[config.mk]
export PLATFORM = sky130hd
export DESIGN_NAME = norm_arbiter_flat
export DESIGN_NICKNAME = d
export VERILOG_FILES = /design/src/rtl/norm_arbiter_pkg.sv /design/src/rtl/norm_arbiter_if.sv /design/src/rtl/norm_arbiter_rr_arb.sv /design/src/rtl/norm_arbiter.sv /design/src/flat_wrapper.sv
export SDC_FILE = /design/constraint.sdc
export NUM_CORES = 1
export LEC_CHECK = 0
export CAP_MARGIN = 25
export CORE_MARGIN = 2
export CORE_UTILIZATION = 32
export CTS_CLUSTER_DIAMETER = 30
export DETAILED_ROUTE_END_ITERATION = 12
export GPL_ROUTABILITY_DRIVEN = 0
export SYNTH_ARGS = -nofsm -noshare
export SYNTH_HDL_FRONTEND = slang
export SYNTH_HIERARCHICAL = 1
export SYNTH_SLANG_ARGS = --single-unit
export TNS_END_PERCENT = 10
[constraint.sdc]
create_clock -name clk -period 11.3 [get_ports clk]
set_clock_uncertainty 0.15 [all_clocks]
set_input_delay 3.39 -clock clk [delete_from_list [all_inputs] [get_ports clk]]
set_output_delay 3.39 -clock clk [all_outputs]
set_load 0.005 [all_outputs]
[src/rtl/norm_arbiter_pkg.sv]
// Shared constants and the response record for the normaliser arbiter.
package norm_pkg;
  localparam int NREQ_DEF = 4;
  localparam int ID_W     = $clog2(NREQ_DEF);
  localparam int MANT_W   = 25;
  localparam int NUM_W    = 8;
  localparam int RES_W    = 24;
  localparam logic [NUM_W-1:0] NUM_RSHIFT = 8'hFF;

  typedef struct packed {
    logic [ID_W-1:0]  id;
    logic [NUM_W-1:0] num;
    logic [RES_W-1:0] res;
  } norm_rsp_t;
endpackage

[src/rtl/norm_arbiter_if.sv]
// Requester, normaliser and response signals of the shared normaliser arbiter.
interface norm_arbiter_if
  import norm_pkg::*;
#(
  parameter int NREQ = NREQ_DEF
);
  localparam int IDW = $clog2(NREQ);

  logic [NREQ-1:0]        req_valid;
  logic [NREQ*MANT_W-1:0] req_v;
  logic [NREQ-1:0]        req_ready;
  logic [MANT_W-1:0]      norm_v;
  logic [NUM_W-1:0]       norm_num;
  logic [RES_W-1:0]       norm_res;
  logic                   rsp_valid;
  logic                   rsp_ready;
  logic [IDW-1:0]         rsp_id;
  logic [NUM_W-1:0]       rsp_num;
  logic [RES_W-1:0]       rsp_res;

  modport master (
    output req_valid, req_v, norm_num, norm_res, rsp_ready,
    input  req_ready, norm_v, rsp_valid, rsp_id, rsp_num, rsp_res
  );

  modport slave (
    input  req_valid, req_v, norm_num, norm_res, rsp_ready,
    output req_ready, norm_v, rsp_valid, rsp_id, rsp_num, rsp_res
  );
endinterface

[src/rtl/norm_arbiter_rr_arb.sv]
// Combinational round-robin arbiter: first requester after ptr wins, with wrap-around.
module rr_arb #(
  parameter int N  = 4,
  parameter int PW = $clog2(N)
) (
  input  logic [N-1:0]  req,
  input  logic          en,
  input  logic [PW-1:0] ptr,
  output logic [N-1:0]  grant
);
  logic          found_s;
  logic [PW-1:0] idx_s;

  // Scan N positions starting just after the last winner.
  always_comb begin
    grant   = '0;
    found_s = 1'b0;
    idx_s   = '0;
    for (int i = 1; i <= N; i++) begin
      idx_s = PW'((int'(ptr) + i) % N);
      if (en && !found_s && req[idx_s]) begin
        grant[idx_s] = 1'b1;
        found_s      = 1'b1;
      end else begin
        found_s = found_s;
      end
    end
  end
endmodule

[src/rtl/norm_arbiter.sv]
// Shares one single-cycle normaliser among NREQ units; results return in accept order
// through a 2-entry FIFO whose credit keeps the free-running normaliser output from being lost.
module norm_arbiter
  import norm_pkg::*;
#(
  parameter int NREQ = NREQ_DEF,
  parameter int IDW  = $clog2(NREQ)
) (
  input logic          clk,
  input logic          rst,
  norm_arbiter_if.slave bus
);
  logic [IDW-1:0]    ptr_r;
  logic              inflight_valid_r;
  logic [IDW-1:0]    inflight_id_r;
  norm_rsp_t         fifo_r [2];
  logic              wr_ptr_r;
  logic              rd_ptr_r;
  logic [1:0]        count_r;

  logic [NREQ-1:0]   grant_s;
  logic [IDW-1:0]    gnt_id_s;
  logic [MANT_W-1:0] norm_v_s;
  logic              credit_s;
  logic              en_s;
  logic              accept_s;
  logic              push_s;
  logic              pop_s;
  norm_rsp_t         head_s;

  // A pop in this cycle frees the slot the new accept will need two edges later.
  assign pop_s    = (count_r != 2'd0) && bus.rsp_ready;
  assign credit_s = (({1'b0, inflight_valid_r} + count_r) < 2'd2) || pop_s;
  assign en_s     = credit_s && !rst;
  assign accept_s = |grant_s;
  assign push_s   = inflight_valid_r;

  rr_arb #(.N(NREQ), .PW(IDW)) u_rr_arb (
    .req   (bus.req_valid),
    .en    (en_s),
    .ptr   (ptr_r),
    .grant (grant_s)
  );

  // Encode the one-hot grant and steer the winner's operand to the normaliser.
  always_comb begin
    gnt_id_s = '0;
    norm_v_s = '0;
    for (int i = 0; i < NREQ; i++) begin
      if (grant_s[i]) begin
        gnt_id_s = IDW'(i);
        norm_v_s = bus.req_v[i*MANT_W +: MANT_W];
      end else begin
        norm_v_s = norm_v_s;
      end
    end
  end

  assign bus.req_ready = grant_s;
  assign bus.norm_v    = norm_v_s;

  // Round-robin pointer and the slot currently inside the normaliser.
  always_ff @(posedge clk or posedge rst) begin
    if (rst) begin
      ptr_r            <= IDW'(NREQ - 1);
      inflight_valid_r <= 1'b0;
      inflight_id_r    <= '0;
    end else begin
      inflight_valid_r <= accept_s;
      if (accept_s) begin
        ptr_r         <= gnt_id_s;
        inflight_id_r <= gnt_id_s;
      end
    end
  end

  // Response FIFO: capture the normaliser output one edge after accept.
  always_ff @(posedge clk or posedge rst) begin
    if (rst) begin
      fifo_r[0] <= '0;
      fifo_r[1] <= '0;
      wr_ptr_r  <= 1'b0;
      rd_ptr_r  <= 1'b0;
      count_r   <= 2'd0;
    end else begin
      if (push_s) begin
        fifo_r[wr_ptr_r] <= {ID_W'(inflight_id_r), bus.norm_num, bus.norm_res};
        wr_ptr_r         <= ~wr_ptr_r;
      end
      if (pop_s) begin
        rd_ptr_r <= ~rd_ptr_r;
      end
      case ({push_s, pop_s})
        2'b10:   count_r <= count_r + 2'd1;
        2'b01:   count_r <= count_r - 2'd1;
        default: count_r <= count_r;
      endcase
    end
  end

  assign head_s        = fifo_r[rd_ptr_r];
  assign bus.rsp_valid = (count_r != 2'd0);
  assign bus.rsp_id    = IDW'(head_s.id);
  assign bus.rsp_num   = head_s.num;
  assign bus.rsp_res   = head_s.res;
endmodule

[src/flat_wrapper.sv]
// flat-port wrapper written by rule: the top's interface ports become plain ports
module norm_arbiter_flat import norm_pkg::*;
#(
  parameter int NREQ = NREQ_DEF,
  parameter int IDW  = $clog2(NREQ)
)
  (clk, rst, bus_req_valid, bus_req_v, bus_norm_num, bus_norm_res, bus_rsp_ready, bus_req_ready, bus_norm_v, bus_rsp_valid, bus_rsp_id, bus_rsp_num, bus_rsp_res);
  norm_arbiter_if #(.NREQ(NREQ)) bus_i ();
  input logic clk;
  input logic rst;
  input wire logic [$bits(bus_i.req_valid)-1:0] bus_req_valid;
  input wire logic [$bits(bus_i.req_v)-1:0] bus_req_v;
  input wire logic [$bits(bus_i.norm_num)-1:0] bus_norm_num;
  input wire logic [$bits(bus_i.norm_res)-1:0] bus_norm_res;
  input wire logic [$bits(bus_i.rsp_ready)-1:0] bus_rsp_ready;
  output wire logic [$bits(bus_i.req_ready)-1:0] bus_req_ready;
  output wire logic [$bits(bus_i.norm_v)-1:0] bus_norm_v;
  output wire logic [$bits(bus_i.rsp_valid)-1:0] bus_rsp_valid;
  output wire logic [$bits(bus_i.rsp_id)-1:0] bus_rsp_id;
  output wire logic [$bits(bus_i.rsp_num)-1:0] bus_rsp_num;
  output wire logic [$bits(bus_i.rsp_res)-1:0] bus_rsp_res;
  assign bus_i.req_valid = bus_req_valid;
  assign bus_i.req_v = bus_req_v;
  assign bus_i.norm_num = bus_norm_num;
  assign bus_i.norm_res = bus_norm_res;
  assign bus_i.rsp_ready = bus_rsp_ready;
  assign bus_req_ready = bus_i.req_ready;
  assign bus_norm_v = bus_i.norm_v;
  assign bus_rsp_valid = bus_i.rsp_valid;
  assign bus_rsp_id = bus_i.rsp_id;
  assign bus_rsp_num = bus_i.rsp_num;
  assign bus_rsp_res = bus_i.rsp_res;
  norm_arbiter #(.NREQ(NREQ), .IDW(IDW)) u_core (.clk(clk), .rst(rst), .bus(bus_i));
endmodule
==> results of run 1 <==
## metrics by stage
stage | instance area [um2] | cells | utilization, % | setup WS [ns]
2_1_floorplan | 4392 | 360 | - | 0.9718
3_3_place_gp | 6479 | 719 | 48.54 | 0.7313
3_5_place_dp | 6499 | 720 | 48.69 | 0.6388
4_1_cts | 6788 | 736 | 50.85 | 0.6207
5_1_grt | 6823 | 740 | 51.12 | 0.4199
6_report | 6823 | 740 | 51.12 | 0.6574
## cell usage in the layout, fill, tap and decap left out, types with 2 or more instances in the layout
cell / Yosys / routed
a21oi_1: 7 / 7
mux2_1: 2 / 2
inv_1: 9 / 8
xor2_1: 4 / 4
a221o_2: 4 / 4
o21ai_1: 8 / 8
dfrtp_1: 75 / 75
o21bai_1: 2 / 2
diode_2: 0 / 3
o21ai_0: 18 / 18
mux2_2: 100 / 100
nor2_1: 9 / 9
inv_2: 1 / 2
clkbuf_16: 0 / 9
nand2_1: 10 / 10
ha_1: 8 / 8
nor3b_1: 2 / 2
clkbuf_1: 1 / 4
mux4_2: 2 / 2
xnor2_1: 2 / 2
buf_4: 3 / 6
a22oi_1: 51 / 51
clkdlybuf4s50_1: 0 / 202
dfstp_2: 2 / 2
or3b_1: 4 / 4
## power by group
group	total [mW]	internal, mW	leakage, nW	switching (mW)
combinational	1.11	0.681	1.58	0.431
sequential	0.513	0.425	0.900	0.0871
clock	0.278	0.177	0.141	0.101
total	1.90	1.28	2.62	0.619
## kinds of logic (layout without fill, tap and decap cells)
group	Yosys count	in the layout	share of synthesized area [%]
AOI/OAI and AO/OA	94	94	15.04
xor gates and xnor gates	6	6	1.197
DFF	77	77	43.93
other	0	3	0
muxes	104	104	27.18
and+or+nand+nor	35	35	4.815
buffers and inverters	36	237	5.555
adders and majority gates	8	8	2.279
## worst min-delay path by stage
| stage | start | end | slack, ns | depth (start not counted) |
|---|---|---|---|---|
| after detailed placement | u_core/fifo_r[41]$_DFFE_PP0P_ | u_core/fifo_r[41]$_DFFE_PP0P_ | 0.33 | 1 |
| after floorplan | u_core/fifo_r[40]$_DFFE_PP0P_ | u_core/fifo_r[40]$_DFFE_PP0P_ | 0.30 | 1 |
| after global routing | u_core/fifo_r[41]$_DFFE_PP0P_ | u_core/fifo_r[41]$_DFFE_PP0P_ | 0.35 | 1 |
| after CTS | u_core/fifo_r[41]$_DFFE_PP0P_ | u_core/fifo_r[41]$_DFFE_PP0P_ | 0.34 | 1 |
| final | u_core/fifo_r[41]$_DFFE_PP0P_ | u_core/fifo_r[41]$_DFFE_PP0P_ | 0.33 | 1 |
| after global placement | u_core/fifo_r[40]$_DFFE_PP0P_ | u_core/fifo_r[40]$_DFFE_PP0P_ | 0.31 | 1 |
## sequential cells by signal, summed over array words and instances (netlist names)
signal                   cells
u_core/ptr_r                 2
u_core/count_r               2
u_core/inflight_id_r         2
u_core/rd_ptr_r              1
u_core/wr_ptr_r              1
u_core/inflight_valid_r      1
u_core/fifo_r               68
## layer usage
layer | up-vias | part of all wire, % | routed length [um] | GRT usage (%)
li1 | 1738 | - | - | -
met1 | 1777 | 37 | 5086 | 19.10
met2 | 172 | 50 | 6920 | 31.78
met3 | 17 | 9.4 | 1287 | 6.955
met4 | 0 | 3.1 | 420 | 8.333
met5 | - | 0 | 0 | 0
## final cells by class
cell class	instances	area share, %
Multi-Input combinational cell	247	32.55
Timing Repair Buffer	210	30.99
Sequential cell	77	28.28
Clock buffer	14	3.723
Tap cell	176	3.228
Inverter	11	0.6052
Clock inverter	2	0.5135
Antenna cell	3	0.1100
## critical path, cell delays in order
cell and delay [ns]:
clkdlybuf4s50_1 0.53, mux4_2 0.60, or3b_1 0.39, a21oi_1 0.16
a221o_2 0.22, nor2b_2 0.69, a22oi_1 0.13, o21ai_0 0.40
clkdlybuf4s50_1 0.59
==> results by group, run 1 <==
Placed design
  – DP HPWL: 10.31 mm
  – IO buf count: a little over 200

Global routing
  – GRT Residual Overflow: 0
  – Largest net degree at the start of global routing: 78
  – Vias in the first global route: 3826
  – First-pass GRT wire length: between 20 and 25 mm
  – GRT Total Usage: 18.11%
  – Antenna violations before repair: 3

Clock tree
  – Root Driver: clkbuf_16
  – CTS Sinks: 77
  – PostCTS Resize Cnt: 0
  – H-tree Lvls: 3
  – CTS Buf Count: 9
  – Cts hold-fix bufs: 0
  – Clk_lat worst skew: 0.32 ns
  – Clock transition at path regs: 0.05 ns
  – CTS tree: yes
  – Longest Clk Path Bufs: 2
  – Setup bufs post-CTS: 0

Drt
  – Starting DRC count in detailed routing: about 180
  – Via count: 3704
  – Final wirelength: 13.71 mm
  – Via density: 5.005
  – Final antenna-violating net count: 0
  – DR WL/cell: 18.53 um
  – Remaining DRCs: 0
  – TritonRoute pass-1 iters: 7

Yosys
  – Share of the synthesized area in the top cell type: 42.74%
  – Post-synth EDFFs: 0
  – Seq/Total Area, Yosys: 43.93%
  – Syn Area/Cell: 12.20 um2
  – YS warnings: 6
  – Post-synthesis cell type count: 40
  – Main area contributors after synthesis: dfrtp_1 (43%), mux2_2 (26%), a22oi_1 (8.7%)
  – Gate Count Post-Synth: between 300 and 400
  – Mapped cell area: 0.004392 mm2
  – Yosys top cell by area: dfrtp_1
  – Yosys reg bits: 77
  – Predominant post-synthesis flop cell: dfrtp_1
  – Ys async rst share: 100.0%
  – Most numerous cell in the Yosys netlist: mux2_2
  – Commonest cells in the synthesized netlist: mux2_2 (100), dfrtp_1 (75), a22oi_1 (51), o21ai_0 (18)
  – Net count after synthesis: 507

Setup path
  – Startpoint types: input port
  – R2R cell count: 9
  – WS Path Type: input port to output port
  – FF-to-FF setup slack: 8.06 ns
  – Critical R2R Launch: u_core/ptr_r[0]$_DFFE_PP1P_
  – Reg2Reg Capture Point: u_core/inflight_valid_r$_DFF_PP0_
  – Critical path arrival: about 7.1 ns
  – Critical Path Source: bus_req_valid[2]
  – Critical Path RT: 7.76 ns
  – Crit. End Element: output port
  – Critical Path Sink: bus_norm_v[17]
  – CP max FO: 19

Timing
  – Final hold violations: 0
  – Fmax: between 0.09 and 0.1 GHz
  – Setup violators final: 0
  – Final period utilization: 94.18%
  – Measured slew at the worst slew-check pin: 0.9182 ns
  – Min Hold Slack: roughly 0.33 ns
  – Slew Limit Fails: 0
  – Final min period: 10.64 ns
  – Setup TNS: 0 ns
  – Unrepaired setup endpoints after global routing: false
  – Worst slew margin: around two fifths

Finish
  – Share of cells above drive strength 1: 24.24%
  – Area Overhead vs Synth: 55.36%
  – Sequential Area: just under 0.002 mm2
  – Layout fillers: approximately 1200
  – Final net count: 703
  – Area of the multi-input gates: 0.002221 mm2

Floorplanning
  – Die Area: 0.01468 mm2
  – Core Region: 0.01335 mm2
  – Initial Util: 32.90%
  – Cell Rows: 42
  – Die W: 121.2 um
  – Vert. Die Dim: 121.2 um
  – Num ports: 203

Pwr
  – VDD IR-drop max: 0.1206 mV
  – LEAKAGE: 2.622 nW
  – Pwr Total: ~1.9 mW
  – Power density cells: 278.9 mW/mm2

Run status
  – Status: complete, no violations

Flow run
  – Max-cap violations: 0

Hold path
  – HP Class: flip-flop to flip-flop
(Power assumes the default switching activity.)
==> inputs of run 2 (changes only) <==
--- a/config.mk
+++ b/config.mk
@@ -5,7 +5,6 @@
 export SDC_FILE = /design/constraint.sdc
 export NUM_CORES = 1
 export LEC_CHECK = 0
-export CAP_MARGIN = 25
 export CORE_MARGIN = 2
 export CORE_UTILIZATION = 32
 export CTS_CLUSTER_DIAMETER = 30
==> constraint.sdc (replaced) <==
create_clock -name clk -period 11.03 [get_ports clk]
set_clock_uncertainty 0.15 [all_clocks]
set_input_delay 2.7575 -clock clk [delete_from_list [all_inputs] [get_ports clk]]
set_output_delay 2.7575 -clock clk [all_outputs]
set_load 0.005 [all_outputs]
==> results by group, run 2 (synthesis results as in run 1) <==
Finish
  – Share of cells above drive strength 1: 24.42% (+0.17 points)
  – Final net count: 699 (-0.57%)
  – Commonest non-fill, non-tap cell in the layout: clkdlybuf4s50_1
  – Register name with the most flops: u_core/fifo_r
  – Post-route cell area: 0.006809 mm2 (-0.20%)
  – Max FFs per register: 68 (unchanged)
  – Layout fillers: 1213 (-0.57%)
  – Area Overhead vs Synth: 55.04%
  – Most frequent cells in the layout: clkdlybuf4s50_1 (202), mux2_2 (100), dfrtp_1 (75)
  – Ant diodes: 0 (-3)

Clock tree
  – CTS tree: yes
  – CTS Buf Count: 9 (unchanged)
  – Clock transition at path regs: 0.05 ns (about the same)
  – CTS Sinks: 77 (unchanged)
  – PostCTS Resize Cnt: 0 (unchanged)
  – Setup bufs post-CTS: 0 (unchanged)
  – H-tree Lvls: 3 (unchanged)
  – Clk_lat worst skew: 0.32 ns (about the same)
  – Cts hold-fix bufs: 0 (unchanged)
  – Root Driver: clkbuf_16
  – Longest Clk Path Bufs: 2 (unchanged)

Floorplanning
  – Initial Util: 32.90% (unchanged)
  – Vert. Die Dim: 121.2 um (unchanged)
  – Core Region: 0.01335 mm2 (unchanged)
  – Num ports: 203 (unchanged)
  – Die W: 121.2 um (unchanged)
  – Cell Rows: 42 (unchanged)
  – Die Area: 0.01468 mm2 (unchanged)

Setup path
  – CP max FO: 31 (+12)
  – R2R cell count: 9 (unchanged)
  – CP Cell Sequence: clkdlybuf4s50_1 -> mux4_2 -> or3b_1 -> a21oi_1 -> a221o_2 -> nor2b_2 -> a22oi_1 -> o21ai_0 -> clkdlybuf4s50_1
  – Worst path top cell family by delay: buffers and inverters
  – Critical path's most frequent cell: clkdlybuf4s50_1
  – Crit. End Element: output port
  – Reg2Reg Capture Point: u_core/inflight_valid_r$_DFF_PP0_
  – CP bufs+invs: 2 (unchanged)
  – Critical path arrival: 6.51 ns (-0.59 ns)
  – WS Path Type: input port to output port
  – CP max stage delay: 0.88 ns (+0.19 ns)
  – FF-to-FF setup slack: 7.82 ns (-0.24 ns)
  – Crit path max-delay cell type: nor2b_2
  – Startpoint types: input port
  – Critical R2R Launch: u_core/ptr_r[0]$_DFFE_PP1P_
  – Critical Path RT: 8.12 ns (+0.36 ns)

Timing
  – Slew Limit Fails: 0 (unchanged)
  – Final min period: 9.419 ns
  – Setup violators final: 0 (unchanged)
  – Fmax: 0.1062 GHz
  – Worst slew margin: 26.26% (-12 points)
  – Measured slew at the worst slew-check pin: 1.104 ns (+0.1854 ns)
  – Min Hold Slack: 0.3388 ns (+0.007157 ns)
  – Unrepaired setup endpoints after global routing: false
  – Setup TNS: 0 ns (unchanged)
  – Final hold violations: 0 (unchanged)
  – Final period utilization: about 85%

Hold path
  – Min-delay src: u_core/fifo_r[41]$_DFFE_PP0P_
  – Endpoint, Worst Hold: u_core/fifo_r[41]$_DFFE_PP0P_
  – HP Class: flip-flop to flip-flop
  – Worst hold stages: 1 (unchanged)

Placed design
  – Placed inst area: 0.006464 mm2 (-0.54%)
  – IO buf count: 202 (unchanged)
  – DP HPWL: 10.15 mm (-1.5%)

Drt
  – DR WL/cell: 18.50 um (-0.14%)
  – TritonRoute pass-1 iters: 5 (-2)
  – Remaining DRCs: 0 (unchanged)
  – Via count: 3693 (-0.30%)
  – Final antenna-violating net count: 0 (unchanged)
  – Starting DRC count in detailed routing: 197 (+13%)
  – Final wirelength: 13.56 mm (-1.1%)
  – Via density: 5.038 (+0.66%)

Flow run
  – Max-cap violations: 0 (unchanged)

Global routing
  – Vias in the first global route: 3906 (+2.1%)
  – First-pass GRT wire length: 20.23 mm (about the same)
  – GRT Total Usage: 18.04% (-0.064 points)
  – Largest net degree at the start of global routing: 78 (unchanged)
  – GRT Residual Overflow: 0 (unchanged)
  – Antenna violations before repair: 0 (-3)

Pwr
  – LEAKAGE: 2.621 nW (about the same)
  – Power density cells: 290.3 mW/mm2 (+4.1%)
  – VDD IR-drop max: 0.1108 mV (-8.1%)
  – Pwr Total: 1.977 mW (+3.9%)

Run status
  – Status: complete, no violations
==> run 2: where the power goes <==
part	internal (mW)	switching, mW
clock	0.222	0.106
combinational	0.688	0.435
sequential	0.436	0.0898
==> run 2: worst max path at each step <==
stage | end | startpoint | cells past startpoint | slack [ns]
floorplan | bus_norm_v[0] | rst | 10 | 1.97
global placement | bus_norm_v[12] | bus_req_valid[2] | 9 | 1.66
detailed placement | bus_norm_v[14] | bus_req_valid[2] | 9 | 1.65
CTS | bus_norm_v[14] | bus_req_valid[2] | 9 | 1.63
global route | bus_norm_v[19] | bus_req_valid[1] | 9 | 1.45
finish | bus_norm_v[14] | bus_req_valid[2] | 9 | 1.61
==> run 2: area by class of cell <==
| class | count | area (um2) | area share, % |
|---|---|---|---|
| inverters | 11 | 41.29 | 0.6064 |
| multi-input cells | 247 | 2221 | 32.62 |
| clock inverters | 3 | 65.06 | 0.9555 |
| well taps | 176 | 220.2 | 3.234 |
| flip-flops and latches | 77 | 1929 | 28.34 |
| clock buffers | 13 | 280.3 | 4.116 |
| repair buffers | 206 | 2052 | 30.14 |
==> run 2: per-layer routing <==
layer	track usage, %	part of all wire (%)	vias up
met3	6.109	8.8	26
met5	0	0	-
li1	-	-	1728
met2	31.21	50	171
met1	19.83	38	1768
met4	8.549	3.6	0
==> run 2: through the flow <==
stage               util, %  std cells  setup slack, ns
global route          51.01        733            1.453
detailed placement    48.43        717            1.650
global placement      48.43        717            1.662
finish                51.01        733            1.611
floorplan                 -        360            1.967
CTS                   51.01        733            1.634
==> inputs of run 3 (changes only) <==
--- a/config.mk
+++ b/config.mk
@@ -10,6 +10,7 @@
 export CTS_CLUSTER_DIAMETER = 30
 export DETAILED_ROUTE_END_ITERATION = 12
 export GPL_ROUTABILITY_DRIVEN = 0
+export REMOVE_ABC_BUFFERS = 1
 export SYNTH_ARGS = -nofsm -noshare
 export SYNTH_HDL_FRONTEND = slang
 export SYNTH_HIERARCHICAL = 1
==> results by group, run 3 (synthesis results as in run 1) <==
Timing
  – Slew Limit Fails: 0 (unchanged)
  – Setup violators final: 0 (unchanged)
  – Final hold violations: 0 (unchanged)
  – Worst slew margin: 8.889% (-17 points)
  – Final min period: 9.793 ns (+0.3744 ns)
  – Final period utilization: 88.79% (+3.4 points)
  – Setup TNS: 0 ns (unchanged)
  – Min Hold Slack: 0.3354 ns (-0.003331 ns)
  – Fmax: 0.1021 GHz (-3.8%)
  – Measured slew at the worst slew-check pin: 1.361 ns (+0.2573 ns)
  – Unrepaired setup endpoints after global routing: false

Floorplanning
  – Cell Rows: 42 (unchanged)
  – Num ports: 203 (unchanged)
  – Die Area: 0.01468 mm2 (unchanged)
  – Die W: 121.2 um (unchanged)
  – Vert. Die Dim: 121.2 um (unchanged)
  – Initial Util: 32.90% (unchanged)
  – Core Region: 0.01335 mm2 (unchanged)

Placed design
  – Placed inst area: 0.006461 mm2 (about the same)
  – DP HPWL: 9.889 mm (-2.6%)
  – IO buf count: 202 (unchanged)
  – Placed Cells: 717 (unchanged)

Clock tree
  – Clk_lat worst skew: 0.33 ns (about the same)
  – Clock transition at path regs: 0.06 ns (about the same)
  – PostCTS Resize Cnt: 0 (unchanged)
  – CTS tree: yes
  – H-tree Lvls: 3 (unchanged)
  – Longest Clk Path Bufs: 2 (unchanged)
  – Setup bufs post-CTS: 0 (unchanged)
  – Root Driver: clkbuf_16
  – CTS Buf Count: 9 (unchanged)
  – Cts hold-fix bufs: 0 (unchanged)
  – CTS Sinks: 77 (unchanged)

Drt
  – Final antenna-violating net count: 0 (unchanged)
  – Remaining DRCs: 0 (unchanged)
  – Max layer used: met4
  – Final wirelength: 13.36 mm (-1.5%)
  – Starting DRC count in detailed routing: 152 (-23%)
  – TritonRoute pass-1 iters: 4 (-1)
  – M1 WL: 4.950 mm (-3.0%)
  – DR WL/cell: 18.20 um (-1.7%)
  – Met2 Wirelength: 6.809 mm (+0.52%)
  – Via count: 3679 (-0.38%)
  – Via density: 5.012 (-0.51%)
  – Met3 WL: 1.254 mm (+5.1%)

Setup path
  – Crit path max-delay cell type: nor4b_4
  – CP bufs+invs: 2 (unchanged)
  – Reg2Reg Capture Point: u_core/inflight_valid_r$_DFF_PP0_
  – Worst path top cell family by delay: simple AND/OR/NAND/NOR gates
  – FF-to-FF setup slack: 7.82 ns (about the same)
  – Critical path arrival: 6.89 ns (+0.38 ns)
  – CP Cell Sequence: clkdlybuf4s50_1 -> mux4_2 -> or3b_1 -> a21oi_1 -> a221o_2 -> nor4b_4 -> a22oi_1 -> o21ai_1 -> clkdlybuf4s50_1
  – CP max stage delay: 1.21 ns (+0.33 ns)
  – WS Path Type: input port to output port
  – Startpoint types: input port
  – R2R cell count: 9 (unchanged)
  – Critical path's most frequent cell: clkdlybuf4s50_1
  – Crit. End Element: output port
  – CP max FO: 31 (unchanged)
  – Critical R2R Launch: u_core/ptr_r[0]$_DFFE_PP1P_
  – Critical Path RT: 8.12 ns (about the same)

Finish
  – Max FFs per register: 68 (unchanged)
  – Register name with the most flops: u_core/fifo_r
  – Final net count: 699 (unchanged)
  – Area of the multi-input gates: 0.002218 mm2 (-0.11%)
  – Post-route insts no fill: 734 (+0.14%)
  – Sequential Area: 0.001929 mm2 (unchanged)
  – Most frequent cells in the layout: clkdlybuf4s50_1 (202), mux2_2 (100), dfrtp_1 (75)
  – Post-route cell area: 0.006751 mm2 (-0.85%)
  – Area Overhead vs Synth: 53.73%
  – Layout fillers: 1218 (+0.41%)
  – Commonest non-fill, non-tap cell in the layout: clkdlybuf4s50_1
  – Share of cells above drive strength 1: 23.34% (-1.1 points)

Global routing
  – Antenna violations before repair: 1 (+1)
  – Largest net degree at the start of global routing: 78 (unchanged)
  – Vias in the first global route: 4045 (+3.6%)
  – GRT Total Usage: 18.37% (+0.33 points)
  – First-pass GRT wire length: 20.73 mm (+2.5%)
  – GRT Residual Overflow: 0 (unchanged)

Hold path
  – HP Class: flip-flop to flip-flop
  – Endpoint, Worst Hold: u_core/fifo_r[40]$_DFFE_PP0P_
  – Worst hold stages: 1 (unchanged)
  – Min-delay src: u_core/fifo_r[40]$_DFFE_PP0P_

Pwr
  – Power density cells: 286.8 mW/mm2 (-1.2%)
  – Pwr Total: 1.936 mW (-2.0%)
  – VDD IR-drop max: 0.1208 mV (+9.0%)
  – LEAKAGE: 2.587 nW (-1.3%)

Flow run
  – Max-cap violations: 0 (unchanged)

Run status
  – Status: complete, no violations
-- run 3: changes by cell type in the layout (fill, tap and decap cells not counted), sizes merged --
| cell | previous run | this run |
|---|---|---|
| bufinv | 2 | 1 |
| clkbuf | 13 | 15 |
| clkinv | 2 | 1 |
| diode | 0 | 1 |
-- run 3: worst max-delay path by stage --
stage | start | endpoint | slack, ns | cells after the start
finish | bus_req_valid[2] | bus_norm_v[6] | 1.24 | 9
global placement | bus_req_valid[2] | bus_norm_v[6] | 1.31 | 9
detailed placement | bus_req_valid[2] | bus_norm_v[6] | 1.20 | 9
global route | bus_req_valid[2] | bus_norm_v[6] | 1.03 | 9
floorplan | rst | bus_norm_v[0] | 1.38 | 8
CTS | bus_req_valid[2] | bus_norm_v[6] | 1.19 | 9
-- run 3: layout make-up --
cell class / instances / area share, %
diodes: 1 / 0.03706
clock inverters: 1 / 0.4448
flip-flops and latches: 77 / 28.58
clock buffers: 15 / 3.818
multi-input cells: 247 / 32.86
repair buffers: 206 / 30.39
well taps: 176 / 3.262
inverters: 11 / 0.6116
-- run 3: metal layers --
metal	vias up	GRT usage [%]
met1	1761	19.83
met5	-	0
li1	1733	-
met2	164	32.76
met4	0	7.399
met3	21	6.344
-- run 3: power by group --
| group | internal, mW | total [mW] | leakage [nW] | switching, mW |
|---|---|---|---|---|
| combinational | 0.688 | 1.13 | 1.55 | 0.439 |
| sequential | 0.436 | 0.522 | 0.900 | 0.0866 |
| clock | 0.182 | 0.287 | 0.138 | 0.105 |
| total | 1.31 | 1.94 | 2.59 | 0.631 |
-- run 3: stage by stage --
| stage | setup WS, ns | utilization [%] |
|---|---|---|
| finish | 1.237 | 50.58 |
| global route | 1.032 | 50.58 |
| CTS | 1.192 | 50.56 |
| detailed placement | 1.203 | 48.41 |
| global placement | 1.310 | 48.41 |
| floorplan | 1.380 | - |
